## src/rtl/dcp_dump_if.sv

```systemverilog
// Command, SCAN, PRINT and memory signals of the memory dump block in one bundle.
// The slave modport is the dump block; master is whoever drives commands and serves it.
interface dcp_dump_if #(
    parameter int AW  = 32,
    parameter int DW  = 32,
    parameter int NCH = 2
);
    localparam int CHW = (NCH > 1) ? $clog2(NCH) : 1;

    logic               start;
    logic [CHW-1:0]     ch;
    logic               finish;
    logic               req_rx;
    logic               type_rx;
    logic               ack_rx;
    logic               flag_rx;
    logic [31:0]        din_rx;
    logic               req_tx;
    logic               type_tx;
    logic               ack_tx;
    logic [31:0]        dout_tx;
    logic [AW-1:0]      addr;
    logic [NCH*DW-1:0]  rd_data;
    logic [3:0]         state_dbg;

    // Handshakes: req_rx/req_tx are held high until the partner returns a one-cycle
    // ack; an ack seen while the matching req is low has no effect, and each req
    // drops the cycle after its ack.
    modport master (
        output start, ch, ack_rx, flag_rx, din_rx, ack_tx, rd_data,
        input  finish, req_rx, type_rx, req_tx, type_tx, dout_tx, addr, state_dbg
    );

    modport slave (
        input  start, ch, ack_rx, flag_rx, din_rx, ack_tx, rd_data,
        output finish, req_rx, type_rx, req_tx, type_tx, dout_tx, addr, state_dbg
    );
endinterface

```

## src/rtl/dcp_dump.sv

```systemverilog
// Memory dump command: fetch a start address from SCAN, then print NWORDS lines
// "addr:data\n" through PRINT, reading one word per line from the selected channel.
module dcp_dump #(
    parameter int AW     = 32,
    parameter int DW     = 32,
    parameter int NCH    = 2,
    parameter int NWORDS = 8,
    parameter int STEP   = 4
) (
    input  logic      clk,
    input  logic      rstn,
    dcp_dump_if.slave bus
);
    localparam int CHW = (NCH > 1) ? $clog2(NCH) : 1;
    localparam int CW  = (NWORDS > 1) ? $clog2(NWORDS) : 1;

    typedef enum logic [3:0] {
        IDLE    = 4'd0,
        ARG     = 4'd1,
        RD      = 4'd2,
        P_ADDR  = 4'd3,
        P_COLON = 4'd4,
        P_DATA  = 4'd5,
        P_NL    = 4'd6,
        NEXT    = 4'd7,
        DONE    = 4'd8
    } state_t;

    state_t         state;
    state_t         state_n;
    logic [CHW-1:0] ch_r;
    logic [AW-1:0]  cur_addr;
    logic [AW-1:0]  last_addr;
    logic [31:0]    data_r;
    logic [CW-1:0]  cnt;
    logic           tx_done;
    logic [31:0]    rd_sel;
    logic [31:0]    addr_ext;
    logic           is_print;
    logic           req_tx_i;

    always_ff @(posedge clk or negedge rstn) begin
        if (!rstn) state <= IDLE;
        else       state <= state_n;
    end

    // tx_done marks the gap cycle after an ack, so req_tx always drops between prints.
    always_comb begin
        state_n = state;
        case (state)
            IDLE:    if (bus.start)  state_n = ARG;
            ARG:     if (bus.ack_rx) state_n = RD;
            RD:      state_n = P_ADDR;
            P_ADDR:  if (tx_done)    state_n = P_COLON;
            P_COLON: if (tx_done)    state_n = P_DATA;
            P_DATA:  if (tx_done)    state_n = P_NL;
            P_NL:    if (tx_done)    state_n = NEXT;
            NEXT:    state_n = (cnt == CW'(NWORDS - 1)) ? DONE : RD;
            DONE:    state_n = IDLE;
            default: state_n = IDLE;
        endcase
    end

    // Channels at or beyond NCH leave rd_sel at zero.
    always_comb begin
        rd_sel = '0;
        for (int k = 0; k < NCH; k++) begin
            if (ch_r == CHW'(k)) rd_sel[DW-1:0] = bus.rd_data[k*DW +: DW];
        end
    end

    always_comb begin
        addr_ext = '0;
        addr_ext[AW-1:0] = cur_addr;
    end

    always_comb begin
        is_print = (state == P_ADDR) || (state == P_COLON) ||
                   (state == P_DATA) || (state == P_NL);
        req_tx_i = is_print && !tx_done;
    end

    always_ff @(posedge clk or negedge rstn) begin
        if (!rstn) begin
            ch_r      <= '0;
            cur_addr  <= '0;
            last_addr <= '0;
            data_r    <= '0;
            cnt       <= '0;
            tx_done   <= 1'b0;
        end else begin
            if (state == IDLE && bus.start) ch_r <= bus.ch;
            if (state == ARG && bus.ack_rx) begin
                cur_addr <= bus.flag_rx ? last_addr
                                        : (bus.din_rx[AW-1:0] & ~AW'(STEP - 1));
                cnt      <= '0;
            end
            if (state == RD) data_r <= rd_sel;
            if (req_tx_i && bus.ack_tx) tx_done <= 1'b1;
            else if (tx_done)           tx_done <= 1'b0;
            if (state == NEXT) begin
                cur_addr <= cur_addr + AW'(STEP);
                cnt      <= cnt + 1'b1;
            end
            if (state == DONE) last_addr <= cur_addr;
        end
    end

    always_comb begin
        bus.req_rx    = (state == ARG);
        bus.type_rx   = (state == ARG);
        bus.req_tx    = req_tx_i;
        bus.type_tx   = (state == P_ADDR) || (state == P_DATA);
        bus.finish    = (state == DONE);
        bus.state_dbg = state;
        bus.addr      = '0;
        bus.dout_tx   = '0;
        if (is_print || state == RD || state == NEXT) bus.addr = cur_addr;
        case (state)
            P_ADDR:  bus.dout_tx = addr_ext;
            P_COLON: bus.dout_tx = 32'h0000_003A;
            P_DATA:  bus.dout_tx = data_r;
            P_NL:    bus.dout_tx = 32'h0000_000A;
            default: bus.dout_tx = '0;
        endcase
    end
endmodule

```

## src/flat_wrapper.sv

```systemverilog
// flat-port wrapper written by rule: the top's interface ports become plain ports
module dcp_dump_flat 
#(
    parameter int AW     = 32,
    parameter int DW     = 32,
    parameter int NCH    = 2,
    parameter int NWORDS = 8,
    parameter int STEP   = 4
)
  (clk, rstn, bus_start, bus_ch, bus_ack_rx, bus_flag_rx, bus_din_rx, bus_ack_tx, bus_rd_data, bus_finish, bus_req_rx, bus_type_rx, bus_req_tx, bus_type_tx, bus_dout_tx, bus_addr, bus_state_dbg);
  dcp_dump_if #(.AW(AW), .DW(DW), .NCH(NCH)) bus_i ();
  input  logic clk;
  input  logic rstn;
  input wire logic [$bits(bus_i.start)-1:0] bus_start;
  input wire logic [$bits(bus_i.ch)-1:0] bus_ch;
  input wire logic [$bits(bus_i.ack_rx)-1:0] bus_ack_rx;
  input wire logic [$bits(bus_i.flag_rx)-1:0] bus_flag_rx;
  input wire logic [$bits(bus_i.din_rx)-1:0] bus_din_rx;
  input wire logic [$bits(bus_i.ack_tx)-1:0] bus_ack_tx;
  input wire logic [$bits(bus_i.rd_data)-1:0] bus_rd_data;
  output wire logic [$bits(bus_i.finish)-1:0] bus_finish;
  output wire logic [$bits(bus_i.req_rx)-1:0] bus_req_rx;
  output wire logic [$bits(bus_i.type_rx)-1:0] bus_type_rx;
  output wire logic [$bits(bus_i.req_tx)-1:0] bus_req_tx;
  output wire logic [$bits(bus_i.type_tx)-1:0] bus_type_tx;
  output wire logic [$bits(bus_i.dout_tx)-1:0] bus_dout_tx;
  output wire logic [$bits(bus_i.addr)-1:0] bus_addr;
  output wire logic [$bits(bus_i.state_dbg)-1:0] bus_state_dbg;
  assign bus_i.start = bus_start;
  assign bus_i.ch = bus_ch;
  assign bus_i.ack_rx = bus_ack_rx;
  assign bus_i.flag_rx = bus_flag_rx;
  assign bus_i.din_rx = bus_din_rx;
  assign bus_i.ack_tx = bus_ack_tx;
  assign bus_i.rd_data = bus_rd_data;
  assign bus_finish = bus_i.finish;
  assign bus_req_rx = bus_i.req_rx;
  assign bus_type_rx = bus_i.type_rx;
  assign bus_req_tx = bus_i.req_tx;
  assign bus_type_tx = bus_i.type_tx;
  assign bus_dout_tx = bus_i.dout_tx;
  assign bus_addr = bus_i.addr;
  assign bus_state_dbg = bus_i.state_dbg;
  dcp_dump #(.AW(AW), .DW(DW), .NCH(NCH), .NWORDS(NWORDS), .STEP(STEP)) u_core (.clk(clk), .rstn(rstn), .bus(bus_i));
endmodule
```

## config.mk

```make
export PLATFORM = sky130hd
export DESIGN_NAME = dcp_dump_flat
export DESIGN_NICKNAME = d
export VERILOG_FILES = /design/src/rtl/dcp_dump_if.sv /design/src/rtl/dcp_dump.sv /design/src/flat_wrapper.sv
export SDC_FILE = /design/constraint.sdc
export NUM_CORES = 1
export LEC_CHECK = 0
export CAP_MARGIN = 20
export CORE_MARGIN = 2
export CORE_UTILIZATION = 44
export CTS_BUF_LIST = sky130_fd_sc_hd__clkbuf_8
export CTS_CLUSTER_DIAMETER = 200
export DETAILED_ROUTE_END_ITERATION = 6
export HOLD_SLACK_MARGIN = 0.06
export PLACE_DENSITY = 0.87
export SYNTH_ARGS = -nofsm -noshare
export SYNTH_HDL_FRONTEND = slang
export SYNTH_SLANG_ARGS = --single-unit
export TNS_END_PERCENT = 10
```

## constraint.sdc

```tcl
create_clock -name clk -period 1.72 [get_ports clk]
set_input_delay 0.344 -clock clk [delete_from_list [all_inputs] [get_ports clk]]
set_output_delay 0.344 -clock clk [all_outputs]
set_load 0.01 [all_outputs]
```

==> results <==
==> layout make-up <==
cell class	count	area share (%)
clock inverters	4	0.2390
flip-flops and latches	105	29.57
repair buffers	277	28.40
multi-input cells	418	37.37
clock buffers	11	1.701
well taps	176	2.474
inverters	6	0.2531
==> layout by cell type, fill, tap and decap left out, types with 10 or more instances in the layout <==
cell,instances
a211oi_1,12
a211oi_2,12
a21oi_1,40
a22o_1,27
a311oi_1,10
and2_1,25
and2_4,10
buf_12,12
buf_2,49
buf_4,73
buf_6,37
clkbuf_8,11
clkdlybuf4s50_1,98
dfrtp_1,102
mux2_2,33
mux2i_1,50
nand2_1,23
nor2_1,42
nor3_1,13
==> through the flow <==
step	worst slack [ps]	area [µm²]	utilization, %	TNS, ps	hold WS, ps
2_1_floorplan	-15.51	5991	-	-24.86	48.41
3_3_place_gp	-413.0	8402	63.70	-34880	325.2
3_5_place_dp	-490.3	8402	63.70	-39530	331.6
4_1_cts	-527.4	8755	66.37	-26420	471.8
5_1_grt	-516.0	8900	67.47	-43230	490.5
6_report	-442.7	8900	67.47	-31300	474.2
==> routing by layer <==
metal / GRT usage, % / routed length (µm)
met1: 36.11 / 7948
met2: 45.74 / 9756
met3: 4.230 / 1554
met4: 11.32 / 514
met5: 0 / 0
==> what timing repair did <==
| action | in CTS | in global routing |
|---|---|---|
| hold endpoints to repair | 33 | 0 |
| hold buffers | 1 | 0 |
| gates cloned | 2 | 0 |
| setup buffers | 11 | 4 |
| gates resized for setup | 371 | 30 |
| pin swaps | 28 | 17 |
| endpoints found under the setup margin | 140 | 159 |
==> worst reg2reg max path: cells and delay by family, from the launching register on <==
kind	cells	cell delay [ps]
buffers and inverters	4	590
AND/OR/NAND/NOR	1	590
flip-flops	1	430
AO/OA/AOI/OAI	2	310
==> cell families (layout without fill, tap and decap cells) <==
group / after synthesis / count (layout) / share of synthesized area (%)
simple gates: 186 / 186 / 17.34
compound gates: 141 / 141 / 16.82
flops: 105 / 105 / 44.26
mux: 87 / 87 / 15.45
buf+inv: 58 / 298 / 5.353
fa+ha+maj: 3 / 3 / 0.6323
xor+xnor: 1 / 1 / 0.1476
==> power by group through the flow <==
| stage | Combinational (mW) | Clock (mW) | Sequential (mW) |
|---|---|---|---|
| finish | 8.16 | 1.41 | 4.14 |
| global route | 8.74 | 1.52 | 4.23 |
| global placement | 7.53 | 0 | 4.07 |
| floorplan | 4.00 | 0 | 3.86 |
| detailed placement | 7.78 | 0 | 4.13 |
| CTS | 7.85 | 1.42 | 4.10 |
==> registers in the layout, summed over array words and instances, names as in the netlist <==
name                  cells
u_core.addr_ext          32
u_core.bus.state_dbg      4
u_core.ch_r               1
u_core.cnt                3
u_core.data_r            32
u_core.last_addr         32
u_core.tx_done            1
==> final timing paths <==
check / endpoint / slack [ps] / cells past startpoint
max: bus_dout_tx[14] / -440 / 7
min: u_core.data_r[8] / 470 / 2
max reg2reg: u_core.addr_ext[6] / -310 / 7
min reg2reg: u_core.cnt[0] / 500 / 1
max in group asynchronous: u_core.bus.state_dbg[3] / 630 / 3
min in group clk: u_core.addr_ext[0] / 500 / 4
==> summary by stage <==
STA
Headroom to the max-slew limit came out at 68.30%. The final critical-path required period is 2163 ps. The final count of pins violating max slew is 0. After layout, the worst setup slack is -442.7 ps. The slew at the pin closest to its max-slew limit is 475.4 ps. Setup repair after global routing could not meet its margin everywhere. For the final database, setup skew stands at 12.27 ps. The highest clock frequency the design can meet is 462.4 MHz. The final hold violation count is 0. Dividing the final minimum period by the clock period gives 125.7%.

Setup violations remaining at the end of the flow were counted as 125.

Yosys
By area the synthesized netlist is led by dfrtp_1 44%, mux2i_1 8.4%, mux2_2 7.0%. By instance count, the leading cell after synthesis is dfrtp_1. Counting every net in the synthesized netlist gives 687.

In the synthesized netlist the dominant register cell turns out to be dfrtp_1. The synthesized area divided by synthesized cell count is 10.22 µm². The flop and latch count out of synthesis is 105.

The warning count from the yosys run is 0. The top cell type by area accounts for 44.26% of the synthesized area. In this run the cell area of the synthesized design comes to 5937 µm².

Of the synthesized area, sequential elements account for 44.26%. The commonest cells after synthesis are 105 x dfrtp_1, 53 x nor2_1, 50 x mux2i_1, 41 x a21oi_1, 37 x mux2_2. In this run, synthesis inferred 0 flip-flops with an integrated enable. In the synthesized netlist the async set-or-reset flop fraction comes to 100.0%. Summed over all instances, the cell type with the most area after synthesis is dfrtp_1. After technology mapping, the gate count stands at 581.

In this run, distinct cell masters in the synthesized netlist total 58.

Worst setup path
The endpoint arrival time on the critical path is 1820 ps. The required time at the worst-slack endpoint is 1380 ps. Along the worst path, the maximum fanout reaches 7. For this run, the slowest stage of the critical path takes 420 ps. The highest-delay cell along the critical path is dfrtp_2.

The critical path contains buffers and inverters numbering 4 combined. The critical path startpoint category is a flip-flop. The start point of the critical path is u_core.bus.state_dbg[1]. The library cell appearing most often on the critical path is buf_6. The source of the worst register-to-register timing path is u_core.bus.state_dbg[2].

The critical path is of the flip-flop to output port type. Traced cell by cell, the critical path runs through buf_6, nor2b_4, nor3b_4, buf_6, buf_16, a22o_1, buf_2. On the critical path the largest part of the delay comes from buffers and inverters. STA classifies the critical path endpoint as an output port.

Die
The number of standard-cell rows in the floorplan is 42. The initial standard-cell utilization of the core is 45.01%. The core box area is 13190 µm².

The die span in y is 120.2 µm. The full die area is 14440 µm². The number of I/O pins is 176. From left edge to right edge, the die measures 120.2 µm.

Run status
The final reports fail on negative setup slack. The run finished, with violations left.

Place
The count of buffers inserted at the top-level ports is 173. Once placement completed, the tool counted placed cells totaling 965. The HPWL after detailed placement is 14.23 mm. The congestion estimate from routability-driven global placement came to 0.9157.

Clock network
The number of buffers created by CTS is 9. In this run the number of H-tree levels came out at 3. The cell sitting at the root of the clock tree is a clkbuf_8. The sink count of the clock tree is 105. The clock tree from TritonCTS is done.

Clock latency on the worst-skew pair, taken at its later pin, is 370 ps. The maximum clock insertion buffer count is 2. The clock-pin slew of the registers on the worst-case setup and hold paths is 90 ps.

Flow run
The reported max-cap violation count is 0.

Global routing
Entering global routing, the biggest net connects 65 pins. The wire length of the first global-routing pass is 31.13 mm. Across every metal layer, demand over resource in global routing totals 27.59%. The via count of the first global-routing pass is 5892. The initial antenna violation count is 0.

Global routing finished with a remaining overflow of 0.

Final layout
The area growth from synthesis to layout is 49.91%. The non-filler instance count after layout is 997. The count of antenna diodes in the layout is 0.

After the last flow step, the layout net total stands at 923. The proportion of layout cells with a drive suffix above 1 is 37.15%. The number of filler instances in the final layout is 981.

The multi-input gate area in the final layout is 3326 µm². Summing all flip-flop and latch instances after layout gives 2631 µm².

Power and ir drop
Sequential cells burn 30.2% of the power. The power dissipated by switching net loads is 5.658 mW. Power spread over the standard cell area amounts to 1540 nW/µm². The design draws 13.71 mW. The clock network accounts for 10.3% of the total power. The switching share of power is 41.27%. IR analysis of the VDD net gives a maximum drop of 0.8972 mV. The power share of the combinational group is 59.5%. Internal power comes to 8.052 mW. The leakage power of the design is 4.034 nW.

Drt
The per-cell routed wire length is 19.83 µm. The first-pass iteration count of the detailed router is 5. For this block, the routed nets add up to 19.77 mm of wire. For this run, design rule violations remaining after detail routing come to 0.

The via count of the routed design is 5767. The count of routing violations after the opening detailed-route iteration is 324. The post-detailed-route count of antenna-violating nets is 0. In the routed layout, each cell is associated on average with a via count of 5.784.

Min path
The path type of the worst min-delay path is input port to async pin.
Note: power is estimated with default switching activity, not from simulation.
